===== config.mk =====
export PLATFORM = sky130hd
export DESIGN_NAME = mouse_position_tracker
export DESIGN_NICKNAME = d
export VERILOG_FILES = /design/src/rtl/mouse_pkg.sv /design/src/rtl/mouse_axis_clamp.sv /design/src/rtl/mouse_position_tracker.sv
export SDC_FILE = /design/constraint.sdc
export NUM_CORES = 1
export LEC_CHECK = 0
export ABC_AREA = 0
export ABC_CLOCK_PERIOD_IN_PS = 2900
export BUFFER_PORTS_ARGS = -buffer_cell sky130_fd_sc_hd__buf_2
export CORE_UTILIZATION = 29
export CTS_CLUSTER_DIAMETER = 30
export DETAILED_ROUTE_END_ITERATION = 12
export PLACE_DENSITY_LB_ADDON = 0.3
export SYNTH_ARGS = -nofsm -noshare
export SYNTH_HDL_FRONTEND = slang
export SYNTH_SLANG_ARGS = --single-unit

===== constraint.sdc =====
create_clock -name CLK -period 2.9 [get_ports CLK]
set_clock_uncertainty 0.1 [all_clocks]
set_input_delay 0.725 -clock CLK [delete_from_list [all_inputs] [get_ports CLK]]
set_output_delay 0.725 -clock CLK [all_outputs]
set_load 0.05 [all_outputs]

===== src/rtl/mouse_pkg.sv =====
// Shared definitions for the mouse position tracker: FSM states, register
// offsets within the bus window and status register bit positions.
package mouse_pkg;

  localparam logic [0:0] ST_IDLE   = 1'b0;
  localparam logic [0:0] ST_UPDATE = 1'b1;

  localparam logic [7:0] STATUS_OFS = 8'd0;
  localparam logic [7:0] X_OFS      = 8'd1;
  localparam logic [7:0] Y_OFS      = 8'd2;
  localparam logic [7:0] WIN_SIZE   = 8'd3;

  localparam int ST_BIT_OVR = 7;
  localparam int ST_BIT_L   = 3;
  localparam int ST_BIT_R   = 2;
  localparam int ST_BIT_XS  = 1;
  localparam int ST_BIT_YS  = 0;

  // Bus writes saturate at the top of the axis range.
  function automatic logic [7:0] clamp_wr(input logic [7:0] v, input logic [7:0] max_v);
    return (v > max_v) ? max_v : v;
  endfunction

endpackage


===== src/rtl/mouse_axis_clamp.sv =====
// Combinational per-axis position step: pos +/- 10-bit signed delta,
// saturated to 0..LIMIT-1.
module mouse_axis_clamp #(
  parameter int LIMIT = 160
) (
  input  logic [7:0] pos,
  input  logic [9:0] delta,
  input  logic       sub,
  output logic [7:0] result
);

  localparam logic signed [10:0] MAX_V = 11'(LIMIT - 1);

  // One extra bit so that subtracting the most negative delta cannot wrap.
  logic signed [10:0] pos_ext;
  logic signed [10:0] dlt_ext;
  logic signed [10:0] sum;

  always_comb begin
    pos_ext = $signed({3'b000, pos});
    dlt_ext = $signed({delta[9], delta});
    sum     = sub ? (pos_ext - dlt_ext) : (pos_ext + dlt_ext);
    if (sum < 0)          result = 8'd0;
    else if (sum > MAX_V) result = MAX_V[7:0];
    else                  result = sum[7:0];
  end

endmodule


===== src/rtl/mouse_position_tracker.sv =====
// Tracks a clamped screen cursor position from mouse packets and exposes
// status/X/Y through a 3-register processor bus window with interrupt.
module mouse_position_tracker
  import mouse_pkg::*;
#(
  parameter int         LIMIT_X   = 160,
  parameter int         LIMIT_Y   = 120,
  parameter logic [7:0] BASE_ADDR = 8'hA0
) (
  input  logic       CLK,
  input  logic       RESET,
  input  logic [3:0] MOUSE_STATUS,
  input  logic [7:0] MOUSE_DX,
  input  logic [7:0] MOUSE_DY,
  input  logic       SEND_INTERRUPT,
  input  logic [7:0] BUS_ADDR,
  input  logic       BUS_WE,
  input  logic [7:0] BUS_DATA_IN,
  output logic [7:0] BUS_DATA_OUT,
  output logic       BUS_DATA_OUT_EN,
  output logic       BUS_INTERRUPT_RAISE,
  input  logic       BUS_INTERRUPT_ACK
);

  localparam logic [7:0] X_MAX = 8'(LIMIT_X - 1);
  localparam logic [7:0] Y_MAX = 8'(LIMIT_Y - 1);
  localparam logic [7:0] X_RST = 8'(LIMIT_X / 2);
  localparam logic [7:0] Y_RST = 8'(LIMIT_Y / 2);

  logic [0:0] state_q, state_d;
  logic [3:0] pkt_st_q, pkt_st_d;
  logic [7:0] pkt_dx_q, pkt_dx_d;
  logic [7:0] pkt_dy_q, pkt_dy_d;
  logic [7:0] x_q, x_d;
  logic [7:0] y_q, y_d;
  logic       ovr_q, ovr_d;
  logic       raise_q, raise_d;
  logic [7:0] dout_q, dout_d;
  logic       dout_en_q, dout_en_d;

  logic [7:0] ofs;
  logic       in_win, rd, wr, upd;
  logic [9:0] dx_ext, dy_ext;
  logic [7:0] x_new, y_new;
  logic [7:0] status_reg;

  assign ofs        = BUS_ADDR - BASE_ADDR;
  assign in_win     = (ofs < WIN_SIZE);
  assign rd         = in_win && !BUS_WE;
  assign wr         = in_win && BUS_WE;
  assign upd        = (state_q == ST_UPDATE);
  assign dx_ext     = {pkt_st_q[ST_BIT_XS], pkt_st_q[ST_BIT_XS], pkt_dx_q};
  assign dy_ext     = {pkt_st_q[ST_BIT_YS], pkt_st_q[ST_BIT_YS], pkt_dy_q};
  assign status_reg = {ovr_q, 3'b000, pkt_st_q};

  mouse_axis_clamp #(.LIMIT(LIMIT_X)) u_clamp_x (
    .pos(x_q), .delta(dx_ext), .sub(1'b0), .result(x_new)
  );

  // Mouse-up is positive dY but screen-up is decreasing Y.
  mouse_axis_clamp #(.LIMIT(LIMIT_Y)) u_clamp_y (
    .pos(y_q), .delta(dy_ext), .sub(1'b1), .result(y_new)
  );

  always_comb begin
    state_d  = SEND_INTERRUPT ? ST_UPDATE : ST_IDLE;
    pkt_st_d = pkt_st_q;
    pkt_dx_d = pkt_dx_q;
    pkt_dy_d = pkt_dy_q;
    if (SEND_INTERRUPT) begin
      pkt_st_d = MOUSE_STATUS;
      pkt_dx_d = MOUSE_DX;
      pkt_dy_d = MOUSE_DY;
    end

    x_d = upd ? x_new : x_q;
    y_d = upd ? y_new : y_q;
    if (wr && ofs == X_OFS) x_d = clamp_wr(BUS_DATA_IN, X_MAX);
    if (wr && ofs == Y_OFS) y_d = clamp_wr(BUS_DATA_IN, Y_MAX);

    raise_d = raise_q;
    if (BUS_INTERRUPT_ACK) raise_d = 1'b0;
    if (upd)               raise_d = 1'b1;

    // Overrun: a new update lands before the previous one was acknowledged.
    ovr_d = ovr_q;
    if (rd && ofs == STATUS_OFS)               ovr_d = 1'b0;
    if (upd && raise_q && !BUS_INTERRUPT_ACK) ovr_d = 1'b1;

    dout_en_d = rd;
    dout_d    = 8'd0;
    if (rd) begin
      case (ofs)
        STATUS_OFS: dout_d = status_reg;
        X_OFS:      dout_d = x_q;
        default:    dout_d = y_q;
      endcase
    end
  end

  always_ff @(posedge CLK or negedge RESET) begin
    if (!RESET) begin
      state_q   <= ST_IDLE;
      pkt_st_q  <= 4'd0;
      pkt_dx_q  <= 8'd0;
      pkt_dy_q  <= 8'd0;
      x_q       <= X_RST;
      y_q       <= Y_RST;
      ovr_q     <= 1'b0;
      raise_q   <= 1'b0;
      dout_q    <= 8'd0;
      dout_en_q <= 1'b0;
    end else begin
      state_q   <= state_d;
      pkt_st_q  <= pkt_st_d;
      pkt_dx_q  <= pkt_dx_d;
      pkt_dy_q  <= pkt_dy_d;
      x_q       <= x_d;
      y_q       <= y_d;
      ovr_q     <= ovr_d;
      raise_q   <= raise_d;
      dout_q    <= dout_d;
      dout_en_q <= dout_en_d;
    end
  end

  assign BUS_DATA_OUT        = dout_q;
  assign BUS_DATA_OUT_EN     = dout_en_q;
  assign BUS_INTERRUPT_RAISE = raise_q;

endmodule


==> impl_metrics.csv <==
group,metric,value,unit
sta,tightest_slew,721,ps
placed_design,dp_cells,514,
outcome,outcome,"finished, final reports clean",
clocking,root_buffer,"clkbuf_8",
placed_design,dp_hpwl,5.96,mm
sta,max_freq,367,MHz
logic_synthesis,synth_edf_count,0,
global_routing,grt_max_degree,29,
clocking,h-tree-depth,2,
global_routing,grt_pass1_wl,12.9,mm
pwr,vdd_drop_max,0.000330,V
floorplanning,die_area,11100,um^2
floorplanning,core,10400,um^2
finish,final_cell_mix,"buf_2 (50), dfrtp_1 (42), nor2_1 (34)",
logic_synthesis,ys_async_sr_fraction,100,%
logic_synthesis,ys_dominant_reg_cell,"dfrtp_1",
worst_setup_path,startpoint,"y_q[0]",
drt,drt_iter0_markers,144,
drt,firstDrtPassIters,4,
worst_setup_path,arrival,2830,ps
worst_setup_path,crit_type,"reg -> reg",
placed_design,dp_slack,-22.1,ps
logic_synthesis,ys_ff_latch,48,
logic_synthesis,syn_avg_cell_area,9.39,um^2
worst_setup_path,crit_fanout,6,
clocking,tritoncts,"yes",
logic_synthesis,synthesis.nets,391,
clocking,ctsHoldBuffers,0,
logic_synthesis,yosys_warnings,0,
global_routing,track_usage,14.6,%
sta,slew_headroom,52.0,%
global_routing,antenna_found_initial,0,
finish,synthToLayoutAreaGrowth,16.9,%
worst_hold_path,min_path_type,"in -> async",
finish,final_nets,445,
finish,fillers,1100,
clocking,postCtsSetupBuffers,0,
worst_setup_path,worstPathRequired,3010,ps
floorplanning,ioPinCount,51,
logic_synthesis,synth_area,3110,um^2
worst_setup_path,crit_path_end_kind,"flop",
worst_setup_path,r2r_start,"y_q[0]",
finish,drive_gt1_share,23.3,%
global_routing,gr-total-overflow,0,
sta,setup_viol,0,
pwr,leakage,1.63,nW
logic_synthesis,synth_cells,331,
finish,num_antenna_cells,0,
floorplanning,die_w,106,um
placed_design,gp_congestion,0.779,
sta,finalHoldViolCount,0,
floorplanning,rows,37,
drt,vias_per_cell,5.05,
floorplanning,chipHeight,106,um
finish,final_common_cell,"buf_2",
logic_synthesis,synthDistinctLibCells,59,
clocking,clock_sinks,48,
clocking,numCtsBuffers,5,
drt,ant_nets,0,
placed_design,placement.io_buffers,50,
drt,remaining_drc_errors,0,
sta,slew_violations,0,
pwr,powerDensity,795,nW/um^2
drt,num_vias,2638,
clocking,clock_latency,300,ps
worst_setup_path,worstSetupStartpointType,"flop",
logic_synthesis,ys_seq_area_share,38.9,%
finish,fin_cells,522,
clocking,cts.clk_slew.worst_paths,90,ps
drt,post_drt_wl_per_cell,14.9,um
sta,finalCriticalPeriod,2730,ps
clocking,cts_buffer_depth,2,
sta,finalCritPeriodShare,94.0,%
floorplanning,start_util,30.0,%
global_routing,grt_pass1_vias,2626,
sta,fin_ws,174,ps
drt,routed_wl,7.79,mm
run,maxCapViolations,0,
[sequential cells by signal (all words and copies together) (netlist names)]
register / cells
pkt_dx_q: 8
pkt_dy_q: 8
ovr_q: 1
BUS_DATA_OUT: 8
state_q: 1
BUS_DATA_OUT_EN: 1
y_q: 8
BUS_INTERRUPT_RAISE: 1
x_q: 8
pkt_st_q: 4
[power breakdown]
group          total, mW  switching, mW  internal, mW
registers          0.952          0.127         0.825
logic               1.54          0.835         0.702
clock network      0.398          0.226         0.172
total               2.89           1.19          1.70
[stage by stage]
| stage | utilization, % | cell area, um^2 | hold slack, ps | total power [mW] | TNS, ps |
|---|---|---|---|---|---|
| after CTS | 34.9 | 3620 | 337 | 2.88 | 0 |
| after global routing | 35.0 | 3630 | 347 | 3.13 | -1.95 |
| after detailed placement | 34.1 | 3540 | 386 | 2.47 | -22.1 |
| after global placement | 34.1 | 3540 | 383 | 2.44 | 0 |
| final | 35.0 | 3630 | 312 | 2.89 | 0 |
| after floorplan | - | 3110 | 329 | 2.06 | 0 |
[area by class of cell]
class	instances	area, um^2	area share [%]
inverter	23	86.3	2.38
tap	136	170	4.69
clock buffer	8	80.1	2.21
multi-input combinational	249	1760	48.6
sequential	48	1210	33.3
timing repair buffer	58	323	8.89
[final timing paths]
path,to,slack [ps],depth (start not counted)
worst max register to register,y_q[6],170,12
max in group asynchronous,x_q[4],1760,2
worst min register to register,BUS_INTERRUPT_RAISE,400,1
worst max-delay path,y_q[6],170,12
worst min-delay path,pkt_dy_q[4],310,1
min in group CLK,BUS_INTERRUPT_RAISE,400,1
[metal layers]
metal / vias to the layer above / track usage (%) / part of all wire, %
met3: 8 / 2.29 / 4.9
li1: 1299 / - / -
met1: 1264 / 20.7 / 48
met2: 67 / 22.6 / 45
met4: 0 / 5.06 / 1.8
met5: - / 0 / 0
[worst max-delay path: stages, from the launching register on]
cell	delay, ps
dfrtp_1	380
inv_1	80
ha_1	160
inv_1	60
fa_2	380
a211oi_4	300
o211a_1	200
nor4_1	50
buf_4	140
nor4_1	300
a211oi_2	110
buf_4	160
a31oi_1	200
[what timing repair did]
item | CTS | global route
endpoints found under the setup margin | 0 | 4
hold endpoints to repair | 0 | 0
resized for setup | 0 | 2
[synthesized netlist by cell type, drive strengths merged, types with 2 or more instances]
library cell,instances,area share [%]
dfrtp,42,34
nor2,34,4.1
o21ai,27,4.3
inv,23,2.8
nand2,23,2.8
a21oi,21,3.5
ha,17,6.8
a211oi,14,3.7
mux2,13,4.7
mux2i,8,2.6
nand3,8,1.4
clkbuf,7,0.85
nand2b,7,1.4
or3,7,1.4
xnor2,7,2.0
dfstp,6,5.1
o21a,6,1.5
a22oi,5,1.2
nor2b,5,1.0
buf,4,1.0
nand3b,4,0.97
xor2,4,1.1
nor4,3,0.60
nor4b,3,1.0
a21o,2,0.48
a31o,2,0.56
a31oi,2,0.40
a41oi,2,0.56
fa,2,1.3
nand4,2,0.89
o211ai,2,0.48
o31ai,2,0.48
or4b,2,0.64
[cell families after synthesis]
kind of cell | share of synthesized area (%)
simple gates | 18.0
xor+xnor | 3.10
mux | 7.29
flops | 38.9
fa+ha+maj | 8.14
compound gates | 19.9
buf+inv | 4.67
No activity file was read; power rests on OpenSTA's default activity.
